--- src/rtl/dmem_arbiter_pkg.sv ---
// Shared types for the data-RAM arbiter: port widths, owner tags, FSM states.
package dmem_arbiter_pkg;

  localparam int AW = 32;
  localparam int DW = 32;
  localparam int SW = 4;
  localparam int CW = 4;

  typedef enum logic {
    OWN_LSU = 1'b0,
    OWN_DBG = 1'b1
  } owner_e;

  typedef enum logic {
    ST_ARB       = 1'b0,
    ST_FORCE_DBG = 1'b1
  } arb_state_e;

  typedef struct packed {
    logic   vld;
    owner_e owner;
  } rsp_tag_t;

  typedef struct packed {
    logic          we;
    logic [SW-1:0] sel;
    logic [AW-1:0] addr;
    logic [DW-1:0] wdata;
  } mem_req_t;

  // Reads never drive byte enables, so the RAM sees a pure read.
  function automatic logic [SW-1:0] byte_we(input logic we, input logic [SW-1:0] sel);
    return we ? sel : '0;
  endfunction

endpackage

--- src/rtl/dmem_arbiter_if.sv ---
// LSU, debug and RAM-side signals of the data-RAM arbiter.
interface dmem_arbiter_if;
  import dmem_arbiter_pkg::*;

  logic          lsu_req_en;
  logic          lsu_req_we;
  logic [SW-1:0] lsu_req_sel;
  logic [AW-1:0] lsu_req_addr;
  logic [DW-1:0] lsu_req_wdata;
  logic          lsu_stallreq;
  logic          lsu_rvalid;
  logic [DW-1:0] lsu_rdata;

  logic          dbg_req_valid;
  logic          dbg_req_we;
  logic [SW-1:0] dbg_req_sel;
  logic [AW-1:0] dbg_req_addr;
  logic [DW-1:0] dbg_req_wdata;
  logic          dbg_req_ready;
  logic          dbg_rvalid;
  logic [DW-1:0] dbg_rdata;

  logic          ram_en;
  logic [SW-1:0] ram_we;
  logic [AW-1:0] ram_addr;
  logic [DW-1:0] ram_wdata;
  logic [DW-1:0] ram_rdata;

  modport slave (
    input  lsu_req_en, lsu_req_we, lsu_req_sel, lsu_req_addr, lsu_req_wdata,
    input  dbg_req_valid, dbg_req_we, dbg_req_sel, dbg_req_addr, dbg_req_wdata,
    input  ram_rdata,
    output lsu_stallreq, lsu_rvalid, lsu_rdata,
    output dbg_req_ready, dbg_rvalid, dbg_rdata,
    output ram_en, ram_we, ram_addr, ram_wdata
  );

  modport master (
    output lsu_req_en, lsu_req_we, lsu_req_sel, lsu_req_addr, lsu_req_wdata,
    output dbg_req_valid, dbg_req_we, dbg_req_sel, dbg_req_addr, dbg_req_wdata,
    output ram_rdata,
    input  lsu_stallreq, lsu_rvalid, lsu_rdata,
    input  dbg_req_ready, dbg_rvalid, dbg_rdata,
    input  ram_en, ram_we, ram_addr, ram_wdata
  );

endinterface

--- src/rtl/dmem_arbiter_rsp_tag_pipe.sv ---
// RD_LAT-deep {valid, owner} shift register tracking reads in flight to the RAM.
module rsp_tag_pipe
  import dmem_arbiter_pkg::*;
#(
  parameter int RD_LAT = 1
) (
  input  logic     clk,
  input  logic     rst_n,
  input  rsp_tag_t in_tag,
  output rsp_tag_t out_tag
);

  rsp_tag_t [RD_LAT-1:0] tag_pipe;

  // Reset clears every stage so in-flight reads never produce a response.
  always_ff @(posedge clk or negedge rst_n) begin
    if (!rst_n) begin
      tag_pipe <= '0;
    end else begin
      tag_pipe[0] <= in_tag;
      for (int i = 1; i < RD_LAT; i++) tag_pipe[i] <= tag_pipe[i-1];
    end
  end

  assign out_tag = tag_pipe[RD_LAT-1];

endmodule

--- src/rtl/dmem_arbiter.sv ---
// Arbitrates the single data-RAM port between the LSU and a debug/DMA requester,
// with bounded debug starvation and owner-tagged read returns.
module dmem_arbiter
  import dmem_arbiter_pkg::*;
#(
  parameter int RD_LAT    = 1,
  parameter int MAX_BURST = 4
) (
  input logic          clk,
  input logic          rst_n,
  dmem_arbiter_if.slave bus
);

  localparam logic [CW-1:0] BURST_LAST = CW'(MAX_BURST - 1);

  arb_state_e    state;
  logic [CW-1:0] burst_cnt;
  logic          lsu_gnt, dbg_gnt, any_gnt;
  mem_req_t      lsu_req, dbg_req, gnt_req;
  rsp_tag_t      tag_in, tag_out;
  logic          lsu_hit, dbg_hit;

  assign lsu_req = '{we: bus.lsu_req_we, sel: bus.lsu_req_sel,
                     addr: bus.lsu_req_addr, wdata: bus.lsu_req_wdata};
  assign dbg_req = '{we: bus.dbg_req_we, sel: bus.dbg_req_sel,
                     addr: bus.dbg_req_addr, wdata: bus.dbg_req_wdata};

  // Grants are gated by rst_n so every RAM-side output is quiet during reset.
  always_comb begin
    lsu_gnt = 1'b0;
    dbg_gnt = 1'b0;
    if (rst_n) begin
      if (state == ST_FORCE_DBG) begin
        dbg_gnt = bus.dbg_req_valid;
        lsu_gnt = bus.lsu_req_en & ~bus.dbg_req_valid;
      end else begin
        lsu_gnt = bus.lsu_req_en;
        dbg_gnt = bus.dbg_req_valid & ~bus.lsu_req_en;
      end
    end
  end

  assign any_gnt = lsu_gnt | dbg_gnt;

  always_comb begin
    gnt_req = '0;
    if (dbg_gnt)      gnt_req = dbg_req;
    else if (lsu_gnt) gnt_req = lsu_req;
  end

  assign bus.ram_en        = any_gnt;
  assign bus.ram_we        = byte_we(gnt_req.we, gnt_req.sel);
  assign bus.ram_addr      = gnt_req.addr;
  assign bus.ram_wdata     = gnt_req.wdata;
  assign bus.lsu_stallreq  = rst_n & bus.lsu_req_en & ~lsu_gnt;
  assign bus.dbg_req_ready = dbg_gnt;

  // The counter only runs while debug is actually waiting; reaching the limit
  // hands the next slot to debug.
  always_ff @(posedge clk or negedge rst_n) begin
    if (!rst_n) begin
      state     <= ST_ARB;
      burst_cnt <= '0;
    end else begin
      if (!bus.dbg_req_valid || dbg_gnt) begin
        burst_cnt <= '0;
      end else if (lsu_gnt) begin
        if (burst_cnt == BURST_LAST) begin
          burst_cnt <= '0;
          state     <= ST_FORCE_DBG;
        end else begin
          burst_cnt <= burst_cnt + 1'b1;
        end
      end
      if (state == ST_FORCE_DBG && (dbg_gnt || !bus.dbg_req_valid))
        state <= ST_ARB;
    end
  end

  assign tag_in.vld   = any_gnt & ~gnt_req.we;
  assign tag_in.owner = dbg_gnt ? OWN_DBG : OWN_LSU;

  rsp_tag_pipe #(.RD_LAT(RD_LAT)) u_tag_pipe (
    .clk    (clk),
    .rst_n  (rst_n),
    .in_tag (tag_in),
    .out_tag(tag_out)
  );

  assign lsu_hit        = tag_out.vld & (tag_out.owner == OWN_LSU);
  assign dbg_hit        = tag_out.vld & (tag_out.owner == OWN_DBG);
  assign bus.lsu_rvalid = lsu_hit;
  assign bus.dbg_rvalid = dbg_hit;
  assign bus.lsu_rdata  = lsu_hit ? bus.ram_rdata : '0;
  assign bus.dbg_rdata  = dbg_hit ? bus.ram_rdata : '0;

endmodule
--- src/flat_wrapper.sv ---
// flat-port wrapper written by rule: the top's interface ports become plain ports
module dmem_arbiter_flat import dmem_arbiter_pkg::*;
#(
  parameter int RD_LAT    = 1,
  parameter int MAX_BURST = 4
)
  (clk, rst_n, bus_lsu_req_en, bus_lsu_req_we, bus_lsu_req_sel, bus_lsu_req_addr, bus_lsu_req_wdata, bus_dbg_req_valid, bus_dbg_req_we, bus_dbg_req_sel, bus_dbg_req_addr, bus_dbg_req_wdata, bus_ram_rdata, bus_lsu_stallreq, bus_lsu_rvalid, bus_lsu_rdata, bus_dbg_req_ready, bus_dbg_rvalid, bus_dbg_rdata, bus_ram_en, bus_ram_we, bus_ram_addr, bus_ram_wdata);
  dmem_arbiter_if bus_i ();
  input logic clk;
  input logic rst_n;
  input wire logic [$bits(bus_i.lsu_req_en)-1:0] bus_lsu_req_en;
  input wire logic [$bits(bus_i.lsu_req_we)-1:0] bus_lsu_req_we;
  input wire logic [$bits(bus_i.lsu_req_sel)-1:0] bus_lsu_req_sel;
  input wire logic [$bits(bus_i.lsu_req_addr)-1:0] bus_lsu_req_addr;
  input wire logic [$bits(bus_i.lsu_req_wdata)-1:0] bus_lsu_req_wdata;
  input wire logic [$bits(bus_i.dbg_req_valid)-1:0] bus_dbg_req_valid;
  input wire logic [$bits(bus_i.dbg_req_we)-1:0] bus_dbg_req_we;
  input wire logic [$bits(bus_i.dbg_req_sel)-1:0] bus_dbg_req_sel;
  input wire logic [$bits(bus_i.dbg_req_addr)-1:0] bus_dbg_req_addr;
  input wire logic [$bits(bus_i.dbg_req_wdata)-1:0] bus_dbg_req_wdata;
  input wire logic [$bits(bus_i.ram_rdata)-1:0] bus_ram_rdata;
  output wire logic [$bits(bus_i.lsu_stallreq)-1:0] bus_lsu_stallreq;
  output wire logic [$bits(bus_i.lsu_rvalid)-1:0] bus_lsu_rvalid;
  output wire logic [$bits(bus_i.lsu_rdata)-1:0] bus_lsu_rdata;
  output wire logic [$bits(bus_i.dbg_req_ready)-1:0] bus_dbg_req_ready;
  output wire logic [$bits(bus_i.dbg_rvalid)-1:0] bus_dbg_rvalid;
  output wire logic [$bits(bus_i.dbg_rdata)-1:0] bus_dbg_rdata;
  output wire logic [$bits(bus_i.ram_en)-1:0] bus_ram_en;
  output wire logic [$bits(bus_i.ram_we)-1:0] bus_ram_we;
  output wire logic [$bits(bus_i.ram_addr)-1:0] bus_ram_addr;
  output wire logic [$bits(bus_i.ram_wdata)-1:0] bus_ram_wdata;
  assign bus_i.lsu_req_en = bus_lsu_req_en;
  assign bus_i.lsu_req_we = bus_lsu_req_we;
  assign bus_i.lsu_req_sel = bus_lsu_req_sel;
  assign bus_i.lsu_req_addr = bus_lsu_req_addr;
  assign bus_i.lsu_req_wdata = bus_lsu_req_wdata;
  assign bus_i.dbg_req_valid = bus_dbg_req_valid;
  assign bus_i.dbg_req_we = bus_dbg_req_we;
  assign bus_i.dbg_req_sel = bus_dbg_req_sel;
  assign bus_i.dbg_req_addr = bus_dbg_req_addr;
  assign bus_i.dbg_req_wdata = bus_dbg_req_wdata;
  assign bus_i.ram_rdata = bus_ram_rdata;
  assign bus_lsu_stallreq = bus_i.lsu_stallreq;
  assign bus_lsu_rvalid = bus_i.lsu_rvalid;
  assign bus_lsu_rdata = bus_i.lsu_rdata;
  assign bus_dbg_req_ready = bus_i.dbg_req_ready;
  assign bus_dbg_rvalid = bus_i.dbg_rvalid;
  assign bus_dbg_rdata = bus_i.dbg_rdata;
  assign bus_ram_en = bus_i.ram_en;
  assign bus_ram_we = bus_i.ram_we;
  assign bus_ram_addr = bus_i.ram_addr;
  assign bus_ram_wdata = bus_i.ram_wdata;
  dmem_arbiter #(.RD_LAT(RD_LAT), .MAX_BURST(MAX_BURST)) u_core (.clk(clk), .rst_n(rst_n), .bus(bus_i));
endmodule
--- config.mk ---
export PLATFORM = sky130hd
export DESIGN_NAME = dmem_arbiter_flat
export DESIGN_NICKNAME = d
export VERILOG_FILES = /design/src/rtl/dmem_arbiter_pkg.sv /design/src/rtl/dmem_arbiter_if.sv /design/src/rtl/dmem_arbiter_rsp_tag_pipe.sv /design/src/rtl/dmem_arbiter.sv /design/src/flat_wrapper.sv
export SDC_FILE = /design/constraint.sdc
export NUM_CORES = 1
export LEC_CHECK = 0
export ABC_AREA = 1
export BUFFER_PORTS_ARGS = -buffer_cell sky130_fd_sc_hd__buf_4
export CAP_MARGIN = 10
export CORE_AREA = 2 2 119 121
export DETAILED_ROUTE_END_ITERATION = 16
export DIE_AREA = 0 0 121 123
export PLACE_DENSITY = 0.53
export SYNTH_ARGS = -nofsm -noshare
export SYNTH_HDL_FRONTEND = slang
export SYNTH_SLANG_ARGS = --single-unit
--- constraint.sdc ---
create_clock -name clk -period 1.9 [get_ports clk]
set_clock_uncertainty 0.2 [all_clocks]
set_input_delay 0.095 -clock clk [delete_from_list [all_inputs] [get_ports clk]]
set_output_delay 0.095 -clock clk [all_outputs]
set_load 0.02 [all_outputs]
==> impl_metrics.csv, run 1 <==
group,metric,value,unit
logic_synthesis,ys.flop_type,"dfrtp_1",
clock_network,clk_path_buf_depth,2,
clock_network,clock_latency,0.23,ns
clock_network,cts.htree.levels,1,
cells_and_area,design_area,4340,um2
setup_path,crit_required,1.60,ns
clock_network,clkTransAtPathRegs,0.04,ns
timing,finalSetupTns,0,ns
route,viasPerCell,3.81,
route,drt-pass1-iter-count,4,
cells_and_area,layout-drive-gt1-share,0.480,
timing,worstMarginPinSlew,0.437,ns
logic_synthesis,synth.area.top_cells,"nand2_1, nor2_1, dfrtp_1, inv_1, buf_6",
setup_path,r2r-end,"u_core.burst_cnt[0]$_DFFE_PN0P_",
logic_synthesis,syn_inst,382,
setup_path,worstSetupEndpointType,"output pin",
cells_and_area,antennaDiodeCount,0,
route,drc_errors,0,
clock_network,cts_made_buffers,3,
logic_synthesis,synth-seq-cells,7,
timing,slew_viol_final,0,
floorplan,die_w,121,um
setup_path,r2r_slack,0.60,ns
floorplan,core_area,13600,um2
grt,grt_pass1_vias,2907,
logic_synthesis,yosys.area.top_type,"nand2_1",
place,dpl.hpwl,8720,um
timing,slew_headroom,0.708,
grt,antenna_found_initial,0,
clock_network,cts_setup_buffers,0,
logic_synthesis,synth_most_common_cell,"nand2_1",
outcome,status,"finished clean",
hold_path,hp-class,"input port to flop",
grt,grtUsageTotal,0.119,
setup_path,arrival,1.51,ns
logic_synthesis,synth_common_cells,"nand2_1, nor2_1, inv_1",
logic_synthesis,synth_cell_types,19,
setup_path,worstReg2RegStart,"u_core.burst_cnt[0]$_DFFE_PN0P_",
hold_path,min-delay-start,"bus_lsu_req_we",
timing,layout_worst_path_cycle_share,0.951,
setup_path,ff2ff_path_depth,6,
logic_synthesis,ys_seq_area_frac,0.100,
logic_synthesis,synth_area,1750,um2
floorplan,ios,311,
place,placed_cell_area,4220,um2
setup_path,critPathLaunchType,"flop",
logic_synthesis,yosys_warnings,0,
hold_path,whs_path_depth,4,
cells_and_area,layout.nets,863,
place,gp_congestion,0.791,
route,drtAntennaViolNets,0,
grt,gr-total-overflow,0,
power,ir_drop,205,uV
floorplan,start_util,0.129,
hold_path,holdPathEnd,"u_core.u_tag_pipe.out_tag[1]$_DFF_PN0_",
route,drt-total-wl,10400,um
setup_path,worstPathMaxFanout,64,
clock_network,cts_root_buf,"clkbuf_16",
logic_synthesis,syn_avg_cell_area,4.59,um2
timing,rsz0062_at_grt,"no",
timing,fin_crit,1.81,ns
logic_synthesis,synth_top_area_share,0.452,
route,route.vias.total,3301,
logic_synthesis,syn_nets,557,
power,power_density,339,nW/um2
floorplan,rows,43,
grt,grt_max_degree,65,
timing,setup_viol,0,
route,avgRoutedWirePerCell,12.0,um
floorplan,die_y,123,um
logic_synthesis,synth_edf_count,0,
clock_network,numClockSinks,7,
power,p_leak,2.82,nW
clock_network,cts_resized,0,
place,port-buffer-count,310,
clock_network,cts_tree,"yes",
timing,finalHoldViolCount,0,
job,maxCapViolations,0,
logic_synthesis,synth-async-reset-ratio,1.00,
grt,grt_pass1_wl,14200,um
cells_and_area,syn2layout_area_growth,148,%
floorplan,fp.dieArea,14900,um2
route,drt-initial-drc-count,105,
setup_path,worstSetupPathType,"flop to output pin",
timing,fmax,554,MHz
## stage by stage
step	setup slack, ns	hold slack (ns)	std cells	total power, mW	utilization
after global routing	0.00102	0.110	867	1.57	0.319
after floorplan	0.243	-0.401	382	0.566	-
after detailed placement	0.297	-0.265	860	1.11	0.310
after CTS	0.0455	0.0726	866	1.48	0.317
after global placement	0.326	-0.264	860	1.12	0.310
final	0.0936	0.0700	867	1.47	0.319
## timing repair
action                                  CTS  global route
hold endpoints to repair                 12             0
endpoints found under the setup margin    0            31
hold buffers                              2             0
## critical path, cell delays in order (launching register included)
cell and delay (ns):
dfrtp_1 0.42, a21oi_4 0.18, buf_12 0.26, nand2_1 0.14
nand2_1 0.09, buf_4 0.13
## metal layers
metal	share of wire	track usage	wire length (um)	up-vias
met4	0.014	0.0313	146	0
met2	0.52	0.227	5440	176
met1	0.37	0.130	3810	1400
li1	-	-	-	1715
met5	0	0	0	-
met3	0.098	0.0300	1020	10
## final cells by class
cell class | instances | area, um2
Tap cell | 180 | 225
Fill cell | 1538 | 9270
Sequential cell | 7 | 175
Timing Repair Buffer | 321 | 2460
Multi-Input combinational cell | 309 | 1230
Clock buffer | 4 | 78.8
Inverter | 46 | 175
## kinds of logic after synthesis
group                      Yosys count  share of synthesized area
DFF                                  7                      0.100
buffers and inverters               66                      0.197
xor gates and xnor gates             1                    0.00500
and+or+nand+nor                    305                      0.679
adders and majority gates            1                    0.00714
AOI/OAI and AO/OA                    2                     0.0121
## state kept, by name, indices dropped and copies added (netlist names)
| signal | cells |
|---|---|
| u_core.burst_cnt | 4 |
| u_core.state | 1 |
| u_core.u_tag_pipe.out_tag | 2 |
## cell usage in the layout (no fill, tap or decap)
cell             n
a21oi_1          1
a21oi_4          1
buf_12           2
buf_4          316
clkbuf_1         1
clkbuf_16        4
dfrtp_1          7
dlygate4sd3_1    2
ha_1             1
inv_1           43
inv_2            2
inv_4            1
nand2_1        211
nand2_2          3
nand2_4          1
nand3_1         18
nand3b_1         1
nand4_1          1
nor2_1          70
xor2_1           1
## worst max-delay path by stage
stage | start | end | slack, ns
floorplan | u_core.u_tag_pipe.out_tag[0]$_DFF_PN0_ | bus_lsu_rdata[0] | 0.24
global placement | u_core.state$_DFFE_PN0P_ | bus_ram_addr[21] | 0.33
detailed placement | u_core.state$_DFFE_PN0P_ | bus_ram_addr[21] | 0.30
CTS | u_core.state$_DFFE_PN0P_ | bus_ram_addr[21] | 0.05
global route | u_core.state$_DFFE_PN0P_ | bus_ram_wdata[24] | 0.001
finish | u_core.state$_DFFE_PN0P_ | bus_ram_wdata[1] | 0.09
## power breakdown
group | internal [mW] | leakage (nW) | switching [mW]
Sequential | 0.155 | 0.0950 | 0.00358
Combinational | 0.482 | 2.69 | 0.473
Clock | 0.279 | 0.0382 | 0.0802
Note: power is estimated with default switching activity, not from simulation.
==> run 2, diff against run 1 <==
CELL_PAD_IN_SITES_DETAIL_PLACEMENT = 0   (was default)
CELL_PAD_IN_SITES_GLOBAL_PLACEMENT = 1   (was default)
CORE_AREA = 2 2 122 124   (was 2 2 119 121)
DIE_AREA = 0 0 124 126   (was 0 0 121 123)
PLACE_DENSITY = 0.83   (was 0.53)
==> run 2 against run 1 <==
Net effect: combinational power down 1%; global-route usage down 0.74 points; clock-buffer cell count unchanged.
==> impl_metrics.csv, run 2 (synthesis results as in run 1) <==
group,metric,value,unit
outcome,status,"finished clean",
setup_path,worstPathMaxFanout,42,
clock_network,cts_setup_buffers,0,
setup_path,critPathSlowestCell,"dfrtp_1",
setup_path,arrival,1.49,ns
route,drt-initial-drc-count,126,
clock_network,clock_latency,0.23,ns
cells_and_area,layout-drive-gt1-share,0.480,
timing,finalSetupTns,0,ns
route,avgRoutedWirePerCell,11.3,um
cells_and_area,layout.nets,861,
route,drc_errors,0,
place,port-buffer-count,310,
cells_and_area,largest_reg_flops,4,
cells_and_area,n_fill_cell,1624,
place,gp_congestion,0.771,
setup_path,critPathLaunchType,"flop",
power,p_clk_frac,0.250,
timing,rsz0062_at_grt,"no",
setup_path,slowest_delay,0.41,ns
cells_and_area,top_register,"u_core.burst_cnt",
setup_path,critPathBufInv,4,
grt,grt_pass1_vias,2872,
clock_network,clkTransAtPathRegs,0.04,ns
setup_path,worstSetupPathType,"flop to output pin",
timing,worstMarginPinSlew,0.398,ns
job,maxCapViolations,0,
timing,layout_worst_path_cycle_share,0.940,
setup_path,path_cells,"inv_2 > nand2_4 > nand2_2 > inv_2 > buf_12 > nand2_1 > nand2_1 > buf_4",
power,p_sw_frac,0.380,
route,drt-pass1-iter-count,4,
clock_network,cts_root_buf,"clkbuf_16",
grt,antenna_found_initial,1,
timing,finalHoldViolCount,0,
power,ir_drop,212,uV
route,route.vias.total,3226,
floorplan,die_y,126,um
timing,fin_crit,1.79,ns
cells_and_area,most-common-layout-cells,"buf_4, nand2_1, nor2_1, inv_1, nand3_1",
place,dpl.hpwl,8220,um
floorplan,start_util,0.122,
grt,grt_pass1_wl,13900,um
clock_network,cts.htree.levels,1,
cells_and_area,final_common_cell,"buf_4",
route,drtAntennaViolNets,0,
cells_and_area,syn2layout_area_growth,147,%
floorplan,core_area,14300,um2
place,placed_cell_area,4220,um2
grt,grtUsageTotal,0.112,
power,power_frac_seq,0.108,
floorplan,fp.dieArea,15600,um2
power,p_leak,2.81,nW
route,viasPerCell,3.71,
power,total_power,1.47,mW
clock_network,cts_made_buffers,3,
timing,fmax,560,MHz
power,power_density,340,nW/um2
clock_network,clk_path_buf_depth,2,
floorplan,rows,44,
grt,gr-total-overflow,0,
timing,slew_headroom,0.734,
power,switching_power,0.558,mW
floorplan,die_w,124,um
timing,slew_viol_final,0,
hold_path,hp-class,"input port to flop",
setup_path,crit_required,1.60,ns
clock_network,cts_tree,"yes",
clock_network,numClockSinks,7,
cells_and_area,post-route-util,0.302,
timing,setup_viol,0,
grt,grt_max_degree,65,
setup_path,worstSetupEndpointType,"output pin",
power,intPower,0.911,mW
setup_path,cp_top_family,"buffers and inverters",
route,drt-total-wl,9870,um
cells_and_area,design_area,4320,um2
floorplan,ios,311,
power,combPwrFrac,0.642,
## run 2: power groups by stage
stage	combinational (mW)	sequential (mW)	clock, mW
detailed placement	0.944	0.161	0
global placement	0.946	0.160	0
global route	1.01	0.159	0.386
floorplan	0.407	0.159	0
CTS	0.951	0.159	0.375
finish	0.942	0.159	0.368
## run 2: cell type report
type / count / area (um2) / share of cell area
Antenna cell: 1 / 2.50 / 0.000579
Tap cell: 184 / 230 / 0.0532
Timing Repair Buffer: 319 / 2430 / 0.562
Multi-Input combinational cell: 309 / 1230 / 0.285
Sequential cell: 7 / 175 / 0.0405
Clock buffer: 4 / 78.8 / 0.0182
Inverter: 46 / 175 / 0.0405
## run 2: layer usage
layer	GRT usage	wire length [um]	vias up	part of all wire
met3	0.0217	787	10	0.080
met4	0.0278	157	0	0.016
met1	0.127	3750	1357	0.38
met5	0	0	-	0
met2	0.210	5170	147	0.52
li1	-	-	1712	-
## run 2: repair_timing
item                                    in CTS  in global routing
endpoints found under the setup margin       0                 21
hold buffers                                 2                  0
endpoints found under the hold margin       12                  0
gates resized for setup                      0                  2
## run 2: path summary, 6_finish.rpt
kind	start	to	slack, ns	cells past startpoint
setup reg to reg	u_core.burst_cnt[0]$_DFFE_PN0P_	u_core.burst_cnt[0]$_DFFE_PN0P_	0.59	6
setup / recovery	u_core.state$_DFFE_PN0P_	bus_ram_addr[14]	0.11	8
min in group asynchronous	rst_n	u_core.burst_cnt[2]$_DFFE_PN0P_	0.16	2
max in group asynchronous	rst_n	u_core.u_tag_pipe.out_tag[1]$_DFF_PN0_	1.07	2
hold reg to reg	u_core.burst_cnt[3]$_DFFE_PN0P_	u_core.burst_cnt[3]$_DFFE_PN0P_	0.34	2
hold / removal	bus_lsu_req_we	u_core.u_tag_pipe.out_tag[1]$_DFF_PN0_	0.08	4
## run 2: tightest hold or removal path, stage by stage
cell	delay, ns
buf_4	0.08
nand3_1	0.06
nand2_1	0.17
nor2_1	0.06
## run 2: per-stage QoR
stage / setup slack [ns] / hold WS, ns / cells
after floorplan: 0.243 / -0.401 / 382
after global placement: 0.319 / -0.265 / 863
after detailed placement: 0.300 / -0.265 / 863
after CTS: 0.0566 / 0.0802 / 869
after global routing: 0.0106 / 0.0999 / 870
final: 0.114 / 0.0819 / 870
